### src/rtl/ring_token_arbiter.sv
// Token-ring arbiter: N requesters share one output stage; a rotating token sets priority,
// grants end on last, request drop or a MAX_HOLD cycle limit, and each grant is followed by a one-cycle gap.
module ring_token_arbiter #(
    parameter int N        = 3,
    parameter int W        = 4,
    parameter int MAX_HOLD = 8
) (
    input  logic             clk,
    input  logic             rst,
    input  logic [N-1:0]     req,
    input  logic [N-1:0]     last,
    input  logic [N*W-1:0]   data_in,
    output logic [N-1:0]     gnt,
    output logic [W-1:0]     out_data,
    output logic             out_valid,
    output logic             busy,
    output logic             timeout
);

    localparam int          IW   = (N > 1) ? $clog2(N) : 1;
    localparam int unsigned NU   = N;
    localparam logic [7:0]  MAXH = 8'(MAX_HOLD);

    typedef enum logic [1:0] {IDLE, GRANT, GAP} state_t;

    state_t          state, state_n;
    logic [IW-1:0]   tok, tok_n;
    logic [IW-1:0]   holder, holder_n;
    logic [IW-1:0]   pick;
    logic            found;
    logic [N-1:0]    gnt_n;
    logic [7:0]      cnt, cnt_n;
    logic            timeout_n;
    logic            hreq, hlast;
    logic            rel_a, rel_b, rel_c;

    // Round-robin scan starting at the token holder position.
    always_comb begin
        int unsigned idx;
        found = 1'b0;
        pick  = '0;
        idx   = 0;
        for (int unsigned i = 0; i < NU; i++) begin
            idx = (32'(tok) + i) % NU;
            if (!found && req[idx]) begin
                found = 1'b1;
                pick  = IW'(idx);
            end
        end
    end

    assign hreq  = req[holder];
    assign hlast = last[holder];
    assign rel_a = hreq & hlast;
    assign rel_b = ~hreq;
    assign rel_c = (cnt == MAXH);

    always_comb begin
        state_n   = state;
        tok_n     = tok;
        holder_n  = holder;
        gnt_n     = gnt;
        cnt_n     = cnt;
        timeout_n = 1'b0;
        case (state)
            IDLE: begin
                gnt_n = '0;
                if (found) begin
                    state_n  = GRANT;
                    holder_n = pick;
                    gnt_n    = N'(1) << pick;
                    cnt_n    = 8'd1;
                end
            end
            GRANT: begin
                cnt_n = rel_c ? cnt : cnt + 8'd1;
                if (rel_a || rel_b || rel_c) begin
                    state_n   = GAP;
                    gnt_n     = '0;
                    tok_n     = (32'(holder) == NU - 1) ? '0 : holder + 1'b1;
                    // Only a pure hold-limit release counts as a timeout.
                    timeout_n = rel_c & ~rel_a & ~rel_b;
                end
            end
            GAP: begin
                state_n = IDLE;
                gnt_n   = '0;
            end
            default: begin
                state_n = IDLE;
                gnt_n   = '0;
            end
        endcase
    end

    always_ff @(posedge clk) begin
        if (rst) begin
            state   <= IDLE;
            tok     <= '0;
            holder  <= '0;
            gnt     <= '0;
            cnt     <= '0;
            timeout <= 1'b0;
        end else begin
            state   <= state_n;
            tok     <= tok_n;
            holder  <= holder_n;
            gnt     <= gnt_n;
            cnt     <= cnt_n;
            timeout <= timeout_n;
        end
    end

    assign busy      = (state == GRANT);
    assign out_valid = busy & hreq;
    assign out_data  = busy ? data_in[32'(holder) * W +: W] : '0;

endmodule

### config.mk
export PLATFORM = sky130hd
export DESIGN_NAME = ring_token_arbiter
export DESIGN_NICKNAME = d
export VERILOG_FILES = /design/src/rtl/ring_token_arbiter.sv
export SDC_FILE = /design/constraint.sdc
export NUM_CORES = 1
export LEC_CHECK = 0
export ABC_AREA = 1
export BUFFER_PORTS_ARGS = -buffer_cell sky130_fd_sc_hd__buf_2
export CORE_MARGIN = 2
export CORE_UTILIZATION = 35
export DETAILED_ROUTE_END_ITERATION = 10
export PLACE_DENSITY_LB_ADDON = 0.12
export SYNTH_ARGS = -nofsm -noshare
export SYNTH_HDL_FRONTEND = slang
export SYNTH_SLANG_ARGS = --single-unit
### constraint.sdc
create_clock -name clk -period 1.7 [get_ports clk]
set_input_delay 0.085 -clock clk [delete_from_list [all_inputs] [get_ports clk]]
set_output_delay 0.085 -clock clk [all_outputs]
set_load 0.05 [all_outputs]
== Yosys cells after proc, flatten, opt, wreduce, memory -nomap -nowiden ==
Cells that the tools add are included.

* Memories: 0
* Memory bits (writable): 0
* Bits of input ports: 20
* Output and inout bits: 10
* Word-level logic and storage cells: 73
* Register bits after elaboration: 18
* Bits in read-only memories: 0
* Latch bits: 0

* Shifts and indexed selects: 2
* Bitwise gates (word level): 8
* Divide/modulo/power cells: 3
* $add $sub $neg: 4
* Muxes and demuxes: 27
* Equality and inequality tests: 6
* $lt $le $gt $ge: 4
* Reductions and logical operators: 13
* Multipliers: 0

{| class="wikitable"
|+ Operators with widths
! operator !! count
|-
| $lt A32 B3 Y1 const B || 3
|-
| $mod A32 B2 Y32 const B || 2
|-
| $mod A2 B2 Y32 const B || 1
|-
| $mux W8 || 2
|-
| $pmux W8 S2 || 1
|-
| $mux W2 || 6
|-
| $shiftx A12 B5 Y4 || 1
|-
| $bmux W1 S2 || 5
|-
| $add A8 B1 Y8 const B || 1
|-
| $eq A8 B4 Y1 const B || 1
|-
| $mux W1 || 8
|-
| $mux W3 || 2
|-
| $pmux W3 S2 || 1
|-
| $reduce_and A2 Y1 || 3
|-
| $and A1 B1 Y1 || 4
|-
| $mux W4 || 1
|-
| $ne A2 B2 Y1 const B || 2
|-
| $not A1 Y1 || 4
|-
| $pmux W2 S2 || 1
|-
| $add A2 B1 Y3 const B || 1
|-
| $add A2 B2 Y3 const B || 1
|-
| $lt A2 B3 Y1 const B || 1
|-
| $reduce_and A3 Y1 || 1
|-
| $reduce_or A3 Y1 || 1
|-
| other kinds (10) || 13
|}

== Depth between registers and ports, before layout ==
Gate-level depths: netlist of run 1.

* Word-level depth: 13
* Mapped depth: 14
* Mapped depth without buffers: 14

== Worst setup path before layout of run 1 ==
OpenSTA, ideal clock, no wires.

* Path type: reg-to-reg
* From: reg tok[0]
* To: reg cnt[2]
* Stages on the path, launching flop included: 13
* Library setup time: 0.064 ns
* Required time: 1.636 ns
* Arrival: 1.569 ns
* Path slack: 0.067 ns
* Cells stage by stage: dfxtp_1 > inv_1 > ha_1 > buf_6 > o21ai_0 > nand2_1 > nand3_2 > nand2_4 > nand2_4 > nand2_1 > nand2_1 > inv_1 > nor2_1

* Cells in the longest elaborated chain, start to end: 12
* Elaborated cells between the ends (all ways): 20
* Those cells by class: 2 x add/sub; 3 x div; 1 x eq/ne; 9 x mux; 5 x reduce/logical

{| class="wikitable"
|+ Ends and longest elaborated chain
! what !! line !! text
|-
| start, declared || 27 || <nowiki>logic [IW-1:0] tok, tok_n;</nowiki>
|-
| start signal, assigned || 106 || <nowiki>tok <= tok_n;</nowiki>
|-
| parallel branches: the longest is 9 deep, another holds $mod A32 B2 Y32 || - ||
|-
| $mux W1 (*) || 45 || <nowiki>if (!found && req[idx]) begin</nowiki>
|-
| $ne A2 B2 Y1 (no source line) (*) || - ||
|-
| $reduce_and A3 Y1 (no source line) (*) || - ||
|-
| end signal, assigned || 109 || <nowiki>cnt <= cnt_n;</nowiki>
|-
| end, declared || 32 || <nowiki>logic [7:0] cnt, cnt_n;</nowiki>
|}

Every way passes the cells marked *. The select of a mux whose other input is x is not followed.
A chain may end at the register's enable or synchronous reset.

== Worst setup path in the final report of run 1 ==
* From: reg tok[0]
* To: reg cnt[5]

The elaborated chain is that of the path after synthesis.

==> results of run 1 <==
-- power by group through the flow --
stage,Combinational (W),Sequential (W),Clock (W)
global route,0.00185,0.000584,0.000329
global placement,0.00152,0.000578,0
finish,0.00166,0.000572,0.000294
floorplan,0.00117,0.000634,0
detailed placement,0.00151,0.000578,0
CTS,0.00159,0.000570,0.000309
-- timing repair --
action	CTS	global route
hold buffers	0	0
endpoints found under the setup margin	7	14
cloned	1	0
setup buffers	2	2
pin swaps	1	3
gates resized for setup	3	12
-- metal layers --
| layer | up-vias | track usage (%) |
|---|---|---|
| met5 | - | 0 |
| met4 | 0 | 6.89 |
| met3 | 4 | 1.52 |
| met2 | 21 | 26.3 |
| met1 | 627 | 20.5 |
| li1 | 751 | - |
-- synthesized netlist by cell type --
library cell	number	area, um2
nand2_1	57	214
inv_1	32	120
nand3_1	30	150
dfxtp_1	18	360
nor2_1	16	60.1
a21oi_1	10	50.1
inv_2	9	33.8
ha_1	6	75.1
nand2_2	5	31.3
a21oi_2	4	35.0
nand2_4	4	45.0
buf_6	3	33.8
nand4_1	3	18.8
nor2_4	3	33.8
o21ai_1	3	15.0
a31o_2	1	8.76
a31oi_1	1	6.26
and2_1	1	6.26
clkbuf_1	1	3.75
inv_4	1	6.26
nand3_2	1	10.0
nor3_4	1	16.3
o211ai_1	1	7.51
o21ai_0	1	5.00
or2_1	1	6.26
or2_2	1	6.26
xor2_1	1	8.76
-- final cells by class --
| class | instances | area, um2 | area share [%] |
|---|---|---|---|
| timing repair buffer | 38 | 213 | 12.5 |
| tap | 48 | 60.1 | 3.53 |
| clock buffer | 3 | 41.3 | 2.43 |
| multi-input combinational | 152 | 862 | 50.7 |
| sequential | 18 | 365 | 21.5 |
| inverter | 42 | 160 | 9.41 |
-- metrics by stage --
step                setup WS (ns)  hold slack [ns]  instances
floorplan                  0.0670            0.154        215
global placement         -0.00924            0.469        293
detailed placement        -0.0518            0.479        293
CTS                        0.0264            0.219        299
global route              0.00568            0.229        301
finish                      0.112            0.224        301
-- registers in the layout, summed over array words and instances (netlist names) --
register / flops
tok: 2
holder: 2
gnt: 3
timeout: 1
cnt: 8
state: 2
-- worst register-to-register path: cells and delay by family (launching register included) --
family                     cells  cell delay [ns]
AOI/OAI and AO/OA              1             0.10
adders and majority gates      1             0.24
buffers and inverters          3             0.27
DFF                            1             0.33
and+or+nand+nor                6             0.59
-- final timing paths --
check / endpoint
setup / recovery: cnt[5]$_SDFFE_PP0P_
hold / removal: cnt[4]$_SDFFE_PP0P_
setup reg to reg: cnt[5]$_SDFFE_PP0P_
hold reg to reg: gnt[2]$_SDFFE_PP0P_
-- cells by family after synthesis --
family                     after synthesis
AOI/OAI and AO/OA                       21
xor gates and xnor gates                 1
and+or+nand+nor                        123
adders and majority gates                6
buffers and inverters                   46
DFF                                     18
-- placed cells by master (no fill, tap or decap), types with 2 or more instances in the layout --
cell type,synthesis,final
nor2_4,3,3
a21oi_1,10,9
nand4_1,3,3
ha_4,0,2
nand2_4,4,5
nand2_1,57,54
nand2_2,5,8
nand3_1,30,29
inv_2,9,11
clkbuf_8,0,3
buf_2,0,29
nand3_2,1,2
ha_1,6,4
buf_4,0,9
nor2_1,16,16
inv_1,32,30
a21oi_2,4,5
dfxtp_1,18,16
o21ai_1,3,3
==> summary.md, run 1 <==
| Metric | Value |
|---|---|
| WL/cell | `10.5 um` |
| Clk_lat worst skew | `0.25 ns` |
| Internal | `0.00123 W` |
| Via-to-Cell Ratio | `4.66` |
| Nets | `281` |
| Hold Crit Depth | `2` |
| Synth Area per Inst | `6.36 um2` |
| Period utilization | `93.4%` |
| Power per cell area | `1490 nW/um2` |
| Num Clock Sinks | `18` |
| Syn Inst Count | `215` |
| Critical path class | `flip-flop to flip-flop` |
| RePlAce Congestion | `0.783` |
| Die Y | `66.5 um` |
| Critical path required time | `1.89 ns` |
| TritonCTS Buffers | `3` |
| Outcome | `completed` |
| Buf+Inv Stages, Crit Path | `3` |
| CP max stage cell | `dfxtp_2` |
| Multiplexer share of the synthesized area | `0%` |
| Critical Path Fanout Max | `5` |
| TritonCTS clock tree | `built` |
| Routed vias | `1403` |
| Main combinational cell family by area after synthesis | `simple AND/OR/NAND/NOR gates` |
| H-tree depth | `1` |
| Seq pwr share | `22.6%` |
| Fillcell total | `410` |
| M1 wire length | `1.52 mm` |
| Pins over their slew limit | `0` |
| HP Start | `rst` |
| Relative slew slack | `68.9%` |
| Largest net degree at the start of global routing | `16` |
| Worst path depth | `11` |
| Crit end category | `flip-flop` |
| Cell Area, Placed | `1570 um2` |
| Mapped Area | `1370 um2` |
| Post-route ant nets | `0` |
| Sw frac | `51.3%` |
| Fin util | `45.8%` |
| GRT Total Usage | `15.7%` |
| Max cap viols | `0` |
| Clock power share | `11.6%` |
| DRC viols | `0` |
| Slew @ Worst Pin | `0.464 ns` |
| Reg2reg start | `tok[0]$_SDFFE_PP0P_` |
| Metal3 WL | `105 um` |
| WL met2 | `1.50 mm` |
| Synth Area in Compound Gates | `9.33%` |
| First-pass DRT Iterations | `4` |
| Initial DRC Count | `60` |
| Top Metal Used | `met4` |
| R2r setup slk | `0.11 ns` |
| Synth Area in XOR/XNOR | `0.640%` |
| Synth Area in Simple Gates | `43.7%` |
| Worst-path cell chain | `buf_4 -> ha_1 -> inv_1 -> nand3_1 -> nand2_2 -> nand3_2 -> nand2_4 -> inv_4 -> nor2_4 -> nand2_1 -> a21oi_2` |
| Die W | `66.5 um` |
| Final setup fails | `0` |
| Fin area | `1700 um2` |
| Register area share after synthesis | `26.3%` |
| Core Box Area | `3720 um2` |
| P_leak | `0.854 nW` |
| CP peak stage delay | `0.33 ns` |
| Row Count | `22` |
| Layout cells sized above 1 | `32.8%` |
| CTS root buf | `clkbuf_8` |
| Crit. Startpoint | `tok[0]$_SDFFE_PP0P_` |
| Peak Freq | `630 MHz` |
| Syn nets | `241` |
| Number of global-route vias before repair | `1279` |
| Data arrival, critical path | `1.78 ns` |
| Min cycle time layout | `1.59 ns` |
| Post-synthesis register bit count | `18` |
| Hold Vio Cnt, Final | `0` |
| DPL Wire Length | `2.40 mm` |
| Top delay family on crit path | `simple AND/OR/NAND/NOR gates` |
| CTS max path bufs | `2` |
| Antenna cells | `0` |
| Worst Setup Start Kind | `flip-flop` |
| Clk slew on worst S/H paths | `0.07 ns` |
| Overflow after GRT | `0` |
| Reg2reg path depth | `11` |
| Setup TNS | `0 ns` |
| P&R area growth vs syn | `24.4%` |
| Worst min path class | `input pin to flip-flop` |
| Yosys warnings | `0` |
| Sw power | `0.00130 W` |
| Skew final | `0.00131 ns` |
| Tot Pwr | `0.00253 W` |
| Starting Density | `36.8%` |
| # IOs | `30` |
| Die area | `4420 um2` |
| Total wire length | `3.17 mm` |
| Combinational share of power | `65.7%` |
| Port-buffer cells | `29` |
| Netlist cell types | `27` |
| RSZ-0062 raised after global routing | `false` |
| Adder-cell share of the synthesized area | `5.49%` |
| Initial antenna violation count | `0` |
| VDD IR max | `513 uV` |
| First-pass GRT wire length | `5.42 mm` |
Note: power is estimated with default switching activity, not from simulation.
==> run 2, diff against run 1 <==
- CORE_UTILIZATION: 35 -> 44
==> run 2 against run 1 <==
Worst hold slack lost 0.071 ns. Cell area fell by 1.9%. Critical path depth rose by 1. Largest cell class unchanged. Core utilization is 9.8 points higher. Sequential cell count did not move. Sequential power down 0.7%. Worst setup slack worse by 0.0044 ns. Critical path type unchanged. Clock skew up 0.0032 ns.
==> summary.md, run 2 (same netlist as run 1, synthesis figures left out) <==
| Metric | Value |
|---|---|
| Min cycle time layout | `1.59 ns (about the same)` |
| Largest register FFs | `8 (unchanged)` |
| TritonCTS clock tree | `built (unchanged)` |
| Worst Setup Start Kind | `flip-flop (unchanged)` |
| DPL Wire Length | `2.44 mm (was 2.40 mm)` |
| Die area | `3570 um2 (was 4420 um2)` |
| Initial antenna violation count | `0 (unchanged)` |
| HP Start | `rst (unchanged)` |
| Reg2reg start | `tok[0]$_SDFFE_PP0P_ (unchanged)` |
| First-pass GRT wire length | `5.18 mm (was 5.42 mm)` |
| Worst min path class | `input pin to flip-flop (unchanged)` |
| Fillcell total | `313 (was 410)` |
| CTS max path bufs | `2 (unchanged)` |
| CTS root buf | `clkbuf_4 (was clkbuf_8)` |
| Final worst setup slack | `0.107 ns (was 0.112 ns)` |
| Hold Vio Cnt, Final | `0 (unchanged)` |
| Met2 Use GR | `31.1% (was 26.3%)` |
| H-tree depth | `1 (unchanged)` |
| Most crowded layer after global routing | `met2 (unchanged)` |
| Critical path required time | `1.94 ns (was 1.89 ns)` |
| Antenna cells | `0 (unchanged)` |
| Data arrival, critical path | `1.84 ns (was 1.78 ns)` |
| Skew final | `0.00448 ns (was 0.00131 ns)` |
| P_leak | `0.840 nW (was 0.854 nW)` |
| Initial DRC Count | `96 (was 60)` |
| Final setup fails | `0 (unchanged)` |
| Core Box Area | `3000 um2 (was 3720 um2)` |
| Met1 usage | `24.6% (was 20.5%)` |
| Via-to-Cell Ratio | `4.92 (was 4.66)` |
| Routed vias | `1397 (was 1403)` |
| Pre-CTS WS | `-0.0954 ns (was -0.0518 ns)` |
| Setup TNS | `0 ns (unchanged)` |
| Max cap viols | `0 (unchanged)` |
| Post-route ant nets | `0 (unchanged)` |
| GRT Total Usage | `19.1% (was 15.7%)` |
| VDD IR max | `614 uV (was 513 uV)` |
| Crit end category | `flip-flop (unchanged)` |
| Reg area | `365 um2 (unchanged)` |
| Pins over their slew limit | `0 (unchanged)` |
| Starting Density | `45.5% (was 36.8%)` |
| Biggest regs | `cnt (8), gnt (3) (unchanged)` |
| Grt met3 use | `2.60% (was 1.52%)` |
| Clk_lat worst skew | `0.30 ns (was 0.25 ns)` |
| DRC viols | `0 (unchanged)` |
| Multi-input gate area | `876 um2 (was 862 um2)` |
| Largest register by flop count | `cnt (unchanged)` |
| Fin util | `55.6% (was 45.8%)` |
| WL/cell | `11.6 um (was 10.5 um)` |
| Relative slew slack | `74.9% (was 68.9%)` |
| Critical Path Fanout Max | `7 (was 5)` |
| Total wire length | `3.29 mm (was 3.17 mm)` |
| Period utilization | `93.7% (was 93.4%)` |
| Power per cell area | `1510 nW/um2 (was 1490 nW/um2)` |
| Nets | `279 (was 281)` |
| P&R area growth vs syn | `22.0% (was 24.4%)` |
| Peak Freq | `628 MHz (was 630 MHz)` |
| Hold Crit Depth | `2 (unchanged)` |
| First-pass DRT Iterations | `4 (unchanged)` |
| TritonCTS Buffers | `3 (unchanged)` |
| Clk slew on worst S/H paths | `0.11 ns (was 0.07 ns)` |
| Reg-to-Reg End | `cnt[5]$_SDFFE_PP0P_ (unchanged)` |
| Most common cell after layout, fill and taps aside | `nand2_1 (unchanged)` |
| R2r setup slk | `0.11 ns (about the same)` |
| Reg2reg path depth | `12 (was 11)` |
| Outcome | `completed (unchanged)` |
| Port-buffer cells | `29 (unchanged)` |
| Layout cells sized above 1 | `34.3% (was 32.8%)` |
| Largest net degree at the start of global routing | `16 (unchanged)` |
| Num Clock Sinks | `18 (unchanged)` |
| Slew @ Worst Pin | `0.376 ns (was 0.464 ns)` |
| Commonest cells after routing, fill and taps aside | `52 x nand2_1, 29 x nand3_1, 29 x buf_2 (was 54 x nand2_1, 30 x inv_1, 29 x nand3_1, 29 x buf_2)` |
| Tot Pwr | `0.00252 W (was 0.00253 W)` |
| Worst Hold End | `tok[1]$_SDFFE_PP0P_ (was cnt[4]$_SDFFE_PP0P_)` |
| RSZ-0062 raised after global routing | `true (was false)` |
| Number of global-route vias before repair | `1190 (was 1279)` |
| Die W | `59.8 um (was 66.5 um)` |
| # IOs | `30 (unchanged)` |
| Row Count | `20 (was 22)` |
| Die Y | `59.8 um (was 66.5 um)` |
| Cell Area, Placed | `1540 um2 (was 1570 um2)` |
| Overflow after GRT | `0 (unchanged)` |
| RePlAce Congestion | `0.834 (was 0.783)` |
| Fin area | `1670 um2 (was 1700 um2)` |
| Critical path class | `flip-flop to flip-flop (unchanged)` |
==> run 2: how the worst max path moves through the flow <==
stage / cells after the start / start / to / slack, ns
detailed placement: 12 / tok[0]$_SDFFE_PP0P_ / cnt[3]$_SDFFE_PP0P_ / -0.1
finish: 12 / tok[0]$_SDFFE_PP0P_ / cnt[5]$_SDFFE_PP0P_ / 0.11
CTS: 13 / tok[0]$_SDFFE_PP0P_ / cnt[5]$_SDFFE_PP0P_ / 0.004
global route: 12 / tok[0]$_SDFFE_PP0P_ / cnt[3]$_SDFFE_PP0P_ / -0.03
floorplan: 12 / tok[0]$_SDFFE_PP0P_ / cnt[2]$_SDFFE_PP0P_ / 0.07
global placement: 11 / tok[0]$_SDFFE_PP0P_ / holder[0]$_SDFFE_PP0P_ / -0.07
==> run 2: what timing repair did <==
item | in CTS | in global routing
buffers inserted | 0 | 4
endpoints found under the hold margin | 0 | 0
pin swaps | 0 | 5
gates cloned | 0 | 1
hold buffers | 0 | 0
setup endpoints to repair | 12 | 13
gates resized for setup | 3 | 21
==> run 2: report_power, final <==
group | leakage (nW) | internal, W | total, W | switching, W
logic | 0.678 | 0.000575 | 0.00173 | 0.00116
registers | 0.148 | 0.000505 | 0.000568 | 0.0000625
clock network | 0.0138 | 0.0000827 | 0.000222 | 0.000139
total | 0.840 | 0.00116 | 0.00252 | 0.00136
==> run 2: final cells by class <==
type / instances / share of cell area (%)
Inverter: 42 / 9.75
Tap cell: 33 / 2.47
Multi-Input combinational cell: 152 / 52.5
Timing Repair Buffer: 36 / 12.1
Clock buffer: 3 / 1.35
Sequential cell: 18 / 21.9
==> run 2: worst max-delay path, stage by stage (launching register included) <==
cell	delay (ns)
dfxtp_2	0.36
inv_2	0.05
ha_4	0.32
inv_4	0.05
nand2_2	0.05
nand3_2	0.08
nand2_4	0.09
nand3_4	0.10
nand2_4	0.12
inv_4	0.05
nor2_4	0.12
nand2_1	0.07
a21oi_2	0.09
==> run 2: per-layer routing <==
metal	share of wire (%)	up-vias
met5	0	-
met4	2.3	0
met3	2.1	7
met2	47	16
met1	49	632
li1	-	742
==> run 2: metrics by stage <==
step / std cells / hold WS, ns
floorplan: 215 / 0.154
finish: 284 / 0.153
global route: 284 / 0.166
CTS: 279 / 0.151
global placement: 276 / 0.472
detailed placement: 276 / 0.468
==> run 3, diff against run 2 <==
- CORE_MARGIN: 2 -> unset
- REMOVE_ABC_BUFFERS: unset -> 1
==> run 3 against run 2 <==
The flow now finishes with violations (DRC). Via count decreased by 0.64%. Largest power group unchanged. Largest cell class unchanged. Core utilization is 2.8 points higher. First-iteration DRC count decreased by 41%. Clock power is 30% higher. Routed wire length down 5.7%.
==> summary.md, run 3 (same netlist as run 1, synthesis figures left out) <==
| Metric | Value |
|---|---|
| Internal | `0.00118 W (was 0.00116 W)` |
| RePlAce Congestion | `0.832 (was 0.834)` |
| Clk_lat worst skew | `0.30 ns (about the same)` |
| Critical path required time | `1.93 ns (was 1.94 ns)` |
| Largest register by flop count | `cnt (unchanged)` |
| Commonest cells after routing, fill and taps aside | `49 x nand2_1, 29 x nand3_1, 29 x buf_2 (was 52 x nand2_1, 29 x nand3_1, 29 x buf_2)` |
| VDD IR max | `777 uV (was 614 uV)` |
| Num Clock Sinks | `18 (unchanged)` |
| Nets | `277 (was 279)` |
| Skew final | `0.0105 ns (was 0.00448 ns)` |
| DRC viols | `5 (was 0)` |
| Peak Freq | `613 MHz (was 628 MHz)` |
| Max cap viols | `0 (unchanged)` |
| Most common cell after layout, fill and taps aside | `nand2_1 (unchanged)` |
| Largest net degree at the start of global routing | `16 (unchanged)` |
| H-tree depth | `1 (unchanged)` |
| P_leak | `0.834 nW (was 0.840 nW)` |
| Multi-input gate area | `883 um2 (was 876 um2)` |
| P&R area growth vs syn | `21.9% (was 22.0%)` |
| Layout cells sized above 1 | `35.2% (was 34.3%)` |
| Worst Setup Start Kind | `flip-flop (unchanged)` |
| CTS root buf | `clkbuf_4 (unchanged)` |
| Clock power share | `11.4% (was 8.8%)` |
| Period utilization | `96.0% (was 93.7%)` |
| Port-buffer cells | `29 (unchanged)` |
| Critical Path Fanout Max | `6 (was 7)` |
| Post-route ant nets | `0 (unchanged)` |
| Number of global-route vias before repair | `1249 (was 1190)` |
| Data arrival, critical path | `1.86 ns (was 1.84 ns)` |
| Core Box Area | `2850 um2 (was 3000 um2)` |
| DPL Wire Length | `2.31 mm (was 2.44 mm)` |
| Reg area | `365 um2 (unchanged)` |
| Power per cell area | `1510 nW/um2 (about the same)` |
| Antenna cells | `0 (unchanged)` |
| # IOs | `30 (unchanged)` |
| First-pass DRT Iterations | `7 (was 4)` |
| Hold Vio Cnt, Final | `0 (unchanged)` |
| WL/cell | `11.0 um (was 11.6 um)` |
| Die Y | `57.8 um (was 59.8 um)` |
| Via-to-Cell Ratio | `4.94 (was 4.92)` |
| Row Count | `19 (was 20)` |
| Worst min path class | `input pin to flip-flop (unchanged)` |
| Hold slack final | `0.150 ns (was 0.153 ns)` |
| Overflow after GRT | `0 (unchanged)` |
| Final setup fails | `0 (unchanged)` |
| Biggest regs | `cnt (8), gnt (3) (unchanged)` |
| Slew @ Worst Pin | `0.361 ns (was 0.376 ns)` |
| Sw frac | `53.1% (was 53.9%)` |
| Seq pwr share | `22.5% (about the same)` |
| Crit end category | `flip-flop (unchanged)` |
| Total wire length | `3.11 mm (was 3.29 mm)` |
| Critical path class | `flip-flop to flip-flop (unchanged)` |
| Relative slew slack | `75.8% (was 74.9%)` |
| First-pass GRT wire length | `5.20 mm (was 5.18 mm)` |
| TritonCTS Buffers | `3 (unchanged)` |
| TritonCTS clock tree | `built (unchanged)` |
| Combinational share of power | `66.1% (was 68.7%)` |
| Die W | `57.8 um (was 59.8 um)` |
| Die area | `3340 um2 (was 3570 um2)` |
| Largest register FFs | `8 (unchanged)` |
| Pins over their slew limit | `0 (unchanged)` |
| GRT Total Usage | `19.6% (was 19.1%)` |
| Min cycle time layout | `1.63 ns (was 1.59 ns)` |
| Tot Pwr | `0.00252 W (about the same)` |
| Initial DRC Count | `57 (was 96)` |
| Sw power | `0.00134 W (was 0.00136 W)` |
| Fillcell total | `278 (was 313)` |
| Starting Density | `47.9% (was 45.5%)` |
| Clk slew on worst S/H paths | `0.13 ns (was 0.11 ns)` |
| Outcome | `finished with violations (was completed)` |
| Initial antenna violation count | `0 (unchanged)` |
| Failing checks | `DRC` |
| CTS max path bufs | `2 (unchanged)` |
| Post-CTS Hold Buffers | `0 (unchanged)` |
| Routed vias | `1388 (was 1397)` |
==> run 3: layer usage <==
metal	vias up	wire (um)	global-route usage [%]
li1	742	-	-
met1	606	1680	27.9
met2	38	1260	31.9
met3	2	143	2.23
met4	0	18	5.10
met5	-	0	0
==> run 3: through the flow <==
stage               setup TNS (ns)  cell area [um2]  util, %  cells  worst slack (ns)
finish                           0             1670     58.4    281            0.0684
global route               -0.0724             1670     58.4    281           -0.0233
CTS                              0             1610     56.3    280           0.00909
floorplan                        0             1330        -    211            0.0639
detailed placement          -0.191             1540     53.9    274           -0.0526
global placement           -0.0168             1540     53.9    274          -0.00861
==> run 3: critical path: stages, from the launching register on <==
cell,delay [ns]
dfxtp_4,0.40
ha_4,0.27
o21ai_0,0.25
nand2_2,0.13
nand3_4,0.11
nand2_4,0.09
inv_4,0.09
o21ai_1,0.09
a21oi_1,0.14
==> run 3: power by group through the flow <==
stage | Combinational (W) | Sequential (W) | Clock, W
6_report | 0.00166 | 0.000567 | 0.000288
5_1_grt | 0.00183 | 0.000581 | 0.000300
4_1_cts | 0.00156 | 0.000562 | 0.000289
3_5_place_dp | 0.00148 | 0.000570 | 0
3_3_place_gp | 0.00148 | 0.000571 | 0
2_1_floorplan | 0.00110 | 0.000634 | 0
==> run 3: repair_timing <==
item                                    CTS  global route
pin swaps                                 0             6
buffers inserted                          1             1
endpoints found under the setup margin    7            12
cloned                                    1             0
resized for setup                         4            19
==> run 3: cell type report <==
type                    count  share of cell area, %
multi-input cells         152                   53.0
flip-flops and latches     18                   21.9
repair buffers             34                   11.0
inverters                  42                   9.61
well taps                  31                   2.33
clock buffers               4                   2.18
==> run 3: final timing paths <==
check	from	end	slack (ns)	cells past startpoint
max reg2reg	tok[1]$_SDFFE_PP0P_	gnt[1]$_SDFFE_PP0P_	0.07	8
min	rst	tok[1]$_SDFFE_PP0P_	0.15	2
min reg2reg	gnt[2]$_SDFFE_PP0P_	gnt[2]$_SDFFE_PP0P_	0.50	2
max	tok[1]$_SDFFE_PP0P_	gnt[1]$_SDFFE_PP0P_	0.07	8
